## src/rtl/writeback_stage.sv

```systemverilog
// Writeback stage: registers the memory-stage result, extends load data and drives the register bank.
// Optional retired-instruction counter enabled by defining WB_RETIRE_COUNT_EN.
module writeback_stage (
  input  logic        clock,
  input  logic        reset,
  input  logic        stall,
  input  logic        flush,
  input  logic        inValid,
  input  logic [4:0]  inRd,
  input  logic        inRegWrite,
  input  logic [1:0]  inResultSel,
  input  logic [31:0] inAluResult,
  input  logic [31:0] inMemData,
  input  logic [1:0]  inAddrLow,
  input  logic [2:0]  inFunct3,
  input  logic [31:0] inPcPlus4,
  input  logic [31:0] inImm,
  output logic [4:0]  rd,
  output logic        regWrite,
  output logic [31:0] writeData,
  output logic        wbValid,
  output logic [31:0] instretCount
);

  logic        valid_r;
  logic [4:0]  rd_r;
  logic        reg_write_r;
  logic [31:0] write_data_r;
  logic        bubble_s;
  logic        wr_en_s;
  logic [31:0] wb_data_s;

  function automatic logic [31:0] load_extend(input logic [31:0] word,
                                              input logic [1:0]  addr_low,
                                              input logic [2:0]  funct3);
    logic [7:0]  byte_v;
    logic [15:0] half_v;
    logic [31:0] result_v;
    case (addr_low)
      2'd0:    byte_v = word[7:0];
      2'd1:    byte_v = word[15:8];
      2'd2:    byte_v = word[23:16];
      2'd3:    byte_v = word[31:24];
      default: byte_v = word[7:0];
    endcase
    // Halfword lane ignores addr_low[0]; misaligned halfwords are not trapped here.
    half_v = addr_low[1] ? word[31:16] : word[15:0];
    case (funct3)
      3'b000:  result_v = {{24{byte_v[7]}}, byte_v};
      3'b100:  result_v = {24'h000000, byte_v};
      3'b001:  result_v = {{16{half_v[15]}}, half_v};
      3'b101:  result_v = {16'h0000, half_v};
      default: result_v = word;
    endcase
    return result_v;
  endfunction

  // Result selection and write-enable qualification for the incoming entry.
  always_comb begin
    wb_data_s = 32'h0000_0000;
    bubble_s  = flush | stall;
    wr_en_s   = inValid & inRegWrite & (inRd != 5'd0);
    case (inResultSel)
      2'b00:   wb_data_s = inAluResult;
      2'b01:   wb_data_s = load_extend(inMemData, inAddrLow, inFunct3);
      2'b10:   wb_data_s = inPcPlus4;
      2'b11:   wb_data_s = inImm;
      default: wb_data_s = inAluResult;
    endcase
  end

  // Pipeline register; a bubble clears only the control bits.
  always_ff @(posedge clock or posedge reset) begin
    if (reset) begin
      valid_r      <= 1'b0;
      rd_r         <= 5'd0;
      reg_write_r  <= 1'b0;
      write_data_r <= 32'h0000_0000;
    end else begin
      rd_r         <= inRd;
      write_data_r <= wb_data_s;
      if (bubble_s) begin
        valid_r     <= 1'b0;
        reg_write_r <= 1'b0;
      end else begin
        valid_r     <= inValid;
        reg_write_r <= wr_en_s;
      end
    end
  end

  assign rd        = rd_r;
  assign regWrite  = reg_write_r;
  assign writeData = write_data_r;
  assign wbValid   = valid_r;

`ifdef WB_RETIRE_COUNT_EN
  logic [31:0] instret_r;

  // Counts entries that actually enter WB; wraps naturally at 32 bits.
  always_ff @(posedge clock or posedge reset) begin
    if (reset) begin
      instret_r <= 32'h0000_0000;
    end else if (inValid && !bubble_s) begin
      instret_r <= instret_r + 32'd1;
    end else begin
      instret_r <= instret_r;
    end
  end

  assign instretCount = instret_r;
`else
  assign instretCount = 32'h0000_0000;
`endif

endmodule
```

## config.mk

```make
export PLATFORM = sky130hd
export DESIGN_NAME = writeback_stage
export DESIGN_NICKNAME = d
export VERILOG_FILES = /design/src/rtl/writeback_stage.sv
export SDC_FILE = /design/constraint.sdc
export NUM_CORES = 1
export LEC_CHECK = 0
export CORE_MARGIN = 8
export CORE_UTILIZATION = 30
export DETAILED_ROUTE_END_ITERATION = 6
export PLACE_DENSITY = 0.74
export SLEW_MARGIN = 20
export SYNTH_ARGS = -nofsm -noshare
export SYNTH_HDL_FRONTEND = slang
export SYNTH_SLANG_ARGS = --single-unit
```

## constraint.sdc

```tcl
create_clock -name clock -period 2.2 [get_ports clock]
set_clock_uncertainty 0.15 [all_clocks]
set_input_delay 0.33 -clock clock [delete_from_list [all_inputs] [get_ports clock]]
set_output_delay 0.33 -clock clock [all_outputs]
set_load 0.02 [all_outputs]
```

## Word-level counts from Yosys, hierarchy flattened

Index checks and enable logic that the tools add are counted.

| storage, ports and cells | value |
|---|---|
| flip-flop bits (word level) | 39 |
| input port bits | 146 |
| output and inout bits | 71 |

| cells by class | value |
|---|---|
| equal/unequal tests | 9 |
| muxes and demuxes | 6 |
| bitwise operators | 3 |
| reductions and logical operators | 4 |

Operators with widths:

| kind | number |
|---|---|
| case mux 32 bit (4 select lines) | 2 |
| case mux 8 bit (4 select lines) | 1 |
| 2-to-1 mux 16 bit | 1 |
| == test 2 bit (second input constant) | 4 |
| == test 3 bit (second input constant) | 2 |
| nonzero test 5 bit | 1 |
| == test 2 x 1 -> 1 bit (second input constant) | 2 |
| zero test 2 bit | 2 |
| == test 3 x 1 -> 1 bit (second input constant) | 1 |
| zero test 3 bit | 1 |
| bitwise AND 1 bit | 2 |
| 2-to-1 mux 1 bit | 2 |
| OR 1 bit | 1 |

## Depth between registers and ports, before layout

| logic depth | value |
|---|---|
| depth in word-level cells | 4 |
| gate-level depth with buffers | 7 |

## Worst setup path after synthesis

OpenSTA, ideal clock, no wires.

| timing path | value |
|---|---|
| kind | in2reg |
| start | input port inResultSel[1] |
| end | register write_data_r[16], in the netlist writeData[16] |
| setup time | 0.121 ns |
| arrival | 1.296 ns |
| data required time | 1.929 ns |
| setup slack | 0.633 ns |
| cell stages on the path | 5 |
| buffers on the path | 2 |
| cells stage by stage | buf_2 -> clkbuf_1 -> mux2_2 -> o21ai_0 -> nand2_2 |

| between the ends | value |
|---|---|
| longest elaborated chain between the ends | 2 |
| elaborated cells between the ends (all ways) | 5 |
| those cells by class | 3 x eq/ne; 1 x mux; 1 x reduce/logical |

RTL lines:

| item | line | text |
|---|---|---|
| from (decl) | 11 | `input logic [1:0] inResultSel,` |
| == test 2 bit, or another cell as far along | 63 | `case (inResultSel)` |
| case mux 32 bit (4 select lines) (*) | 63 |  |
| via wb_data_s[16] | 31 | `logic [31:0] wb_data_s;` |
| to (signal assigned) | 81 | `write_data_r <= wb_data_s;` |
| to (decl) | 28 | `logic [31:0] write_data_r;` |

The timed path passes the listed nets; every way through them passes the cells marked *.

## Worst setup path after layout

| timing path | value |
|---|---|
| start | input port inAddrLow[1] |
| end | register write_data_r[12], in the netlist writeData[12] |

| between the ends | value |
|---|---|
| longest elaborated chain between the ends | 4 |
| elaborated cells between the ends (all ways) | 8 |
| those cells by class | 3 x eq/ne; 4 x mux; 1 x reduce/logical |

RTL lines:

| item | line | text |
|---|---|---|
| from (decl) | 14 | `input logic [1:0] inAddrLow,` |
| == test 2 bit, or another cell as far along | 39 | `case (addr_low)` |
| case mux 8 bit (4 select lines) | 39 |  |
| case mux 32 bit (4 select lines) (*) | 48 | `case (funct3)` |
| case mux 32 bit (4 select lines) (*) | 63 |  |
| via wb_data_s[12] | 31 |  |

Marked as above.

==> flow_summary_export.csv <==
group,metric,value,unit
setup_path,cp_top_family,"buffers and inverters",
place,gp_congestion,0.828,
floorplanning,initial_core_util,0.307,
pwr,p_leak,2.01,nW
pwr,power,2.35,mW
sta,finalSetupViolations,0,
synthesis,synthTopCellsByArea,"dfrtp_1 (35%), buf_4 (8.8%), a221oi_1 (5.9%), mux2i_1 (4.6%), a211oi_1 (4.5%)",
synthesis,yosysMostFrequentCell,"dfrtp_1",
sta,whs,0.207,ns
route,drtAntennaViolNets,0,
synthesis,synth_flop_cell,"dfrtp_1",
final_layout,seqCellArea,976,sq um
floorplanning,die_h,113,microns
synthesis,synthCells,325,
place,dpl_worst_slack,0.0408,ns
setup_path,path_cells,"clkdlybuf4s50_1 > buf_4 > nor2b_1 > a22o_1 > a221oi_1 > a22oi_1",
synthesis,synth_common_cells,"dfrtp_1 (39), buf_4 (33), nand2_1 (24), o21ai_0 (24), nor2_1 (22)",
final_layout,drive_above_1_share,0.109,
synthesis,syn_area,2830,sq um
synthesis,syn_avg_cell_area,8.69,sq um
final_layout,filler_cell_count,822,
route,drt_iter0_markers,177,
place,dpl.hpwl,10300,microns
floorplanning,die_w,113,microns
route,num_vias,3185,
synthesis,ys_ff_latch,39,
clock_tree,cts.sinks,39,
clock_tree,hold_buffers,0,
synthesis,async_reset_ff_frac,1.00,
place,place_inst,625,
synthesis,synth_edf_count,0,
route,drc,0,
setup_path,cp_data_required_time,2.22,ns
sta,min_period,1.87,ns
grt,grt_start_max_net_pins,34,
sta,hold_violations,0,
floorplanning,rows,35,
setup_path,cp.buffers_inverters,2,
clock_tree,cts-htree-levels,2,
clock_tree,cts_resized,0,
grt,grt_remaining_overflow,0,
synthesis,ys_seq_area_frac,0.345,
final_layout,fin_nets,667,
setup_path,worst-setup-path-type,"input port to register",
final_layout,fin_cells,633,
clock_tree,post_cts_buffers,0,
floorplanning,dieArea,12800,sq um
grt,grt_pass1_wl,18300,microns
setup_path,critical_path.slowest_cell,"clkdlybuf4s50_1",
clock_tree,cts_buffer_depth,2,
synthesis,yosysTopAreaCell,"dfrtp_1",
route,post_drt_wl_per_cell,19.4,microns
final_layout,multi_input_area,1580,sq um
run,drv_cap,0,
final_layout,fin_area,4930,sq um
clock_tree,numCtsBuffers,5,
worst_hold_path,hold_class,"input port to async pin",
setup_path,crit_path_end_kind,"register",
synthesis,synthDistinctLibCells,41,
floorplanning,core_area,9200,sq um
grt,track_usage,0.183,
sta,setup_slack,0.328,ns
final_layout,area_growth,74.4,%
route,vias_per_cell,5.03,
sta,max_freq,0.534,GHz
clock_tree,ctsRootBufferMaster,"clkbuf_8",
route,wirelength,12300,microns
grt,first_global_vias,3452,
route,first_pass_iters,4,
setup_path,cp_max_fo,10,
place,io_buffers,184,
sta,drv_slew,0,
pwr,power.density,476,nW/um^2
setup_path,cp_slowest_stage_delay,0.54,ns
final_layout,num_antenna_cells,0,
sta,rsz0062_at_grt,"no",
clock_tree,tritoncts,"done",
pwr,vdd_drop_max,0.000247,V
clock_tree,path_clk_slew,0.08,ns
synthesis,synth_top_area_share,0.345,
floorplanning,io_pins,217,
final_layout,fin_util,0.536,
synthesis,ys_warn_count,0,
setup_path,start_kind,"input port",
run_status,status,"finished clean",
setup_path,crit_arrival,1.89,ns
sta,fin_setup_tns,0,ns
sta,period_share,0.851,
grt,antenna_found_initial,0,
place,postPlaceCellArea,4810,sq um
==> cells by family after synthesis <==
kind of cell,share of synthesized area
buf+inv,0.136
flops,0.345
other cells,0.00133
compound gates,0.307
mux,0.0580
simple gates,0.152
==> metal layers <==
layer	wire length, microns	track usage	vias up
met5	0	0	-
met4	280	0.0622	0
met3	1110	0.0570	14
met2	5850	0.313	193
met1	5070	0.211	1459
li1	-	-	1519
==> state kept, by name, summed over array words and instances (netlist names) <==
name	count
wbValid	1
writeData	32
rd	5
regWrite	1
==> cell usage in the layout (no fill, tap or decap), types with 2 or more instances in the layout <==
master,synthesis,final
clkdlybuf4s50_1,0,183
dfrtp_1,39,39
conb_1,1,32
buf_4,33,27
o21ai_0,24,24
nand2_1,24,24
nor2_1,22,22
a21oi_1,20,20
a221oi_1,19,19
a211oi_1,17,17
and2_1,16,16
mux2i_1,13,13
o21ai_2,9,9
nor2b_1,7,7
nand2b_1,6,6
inv_1,7,6
nor3b_1,6,6
o2111ai_1,6,6
o221ai_1,6,6
clkbuf_8,0,6
o21a_1,5,5
o211ai_1,4,4
clkinv_1,2,2
a31oi_1,2,2
buf_12,0,2
==> path summary, 6_finish.rpt <==
| check | from | to | depth (start not counted) |
|---|---|---|---|
| worst min-delay path | reset | writeData[7] | 2 |
| min in group clock | inRd[0] | rd[0] | 1 |
| worst max-delay path | inAddrLow[1] | writeData[12] | 6 |
| max in group asynchronous | reset | rd[0] | 3 |
==> area by class of cell <==
class	instances	area share
Clock buffer	6	0.0168
Clock inverter	2	0.00711
Inverter	9	0.00685
Multi-Input combinational cell	253	0.321
Sequential cell	39	0.198
Tap cell	111	0.0282
Timing Repair Buffer	213	0.422
==> where the power goes <==
group / total, mW / internal [mW] / switching (mW) / leakage (nW)
clock network: 0.633 / 0.367 / 0.266 / 0.0612
registers: 0.803 / 0.783 / 0.0198 / 0.456
logic: 0.911 / 0.486 / 0.425 / 1.49
No activity file was read; power rests on OpenSTA's default activity.
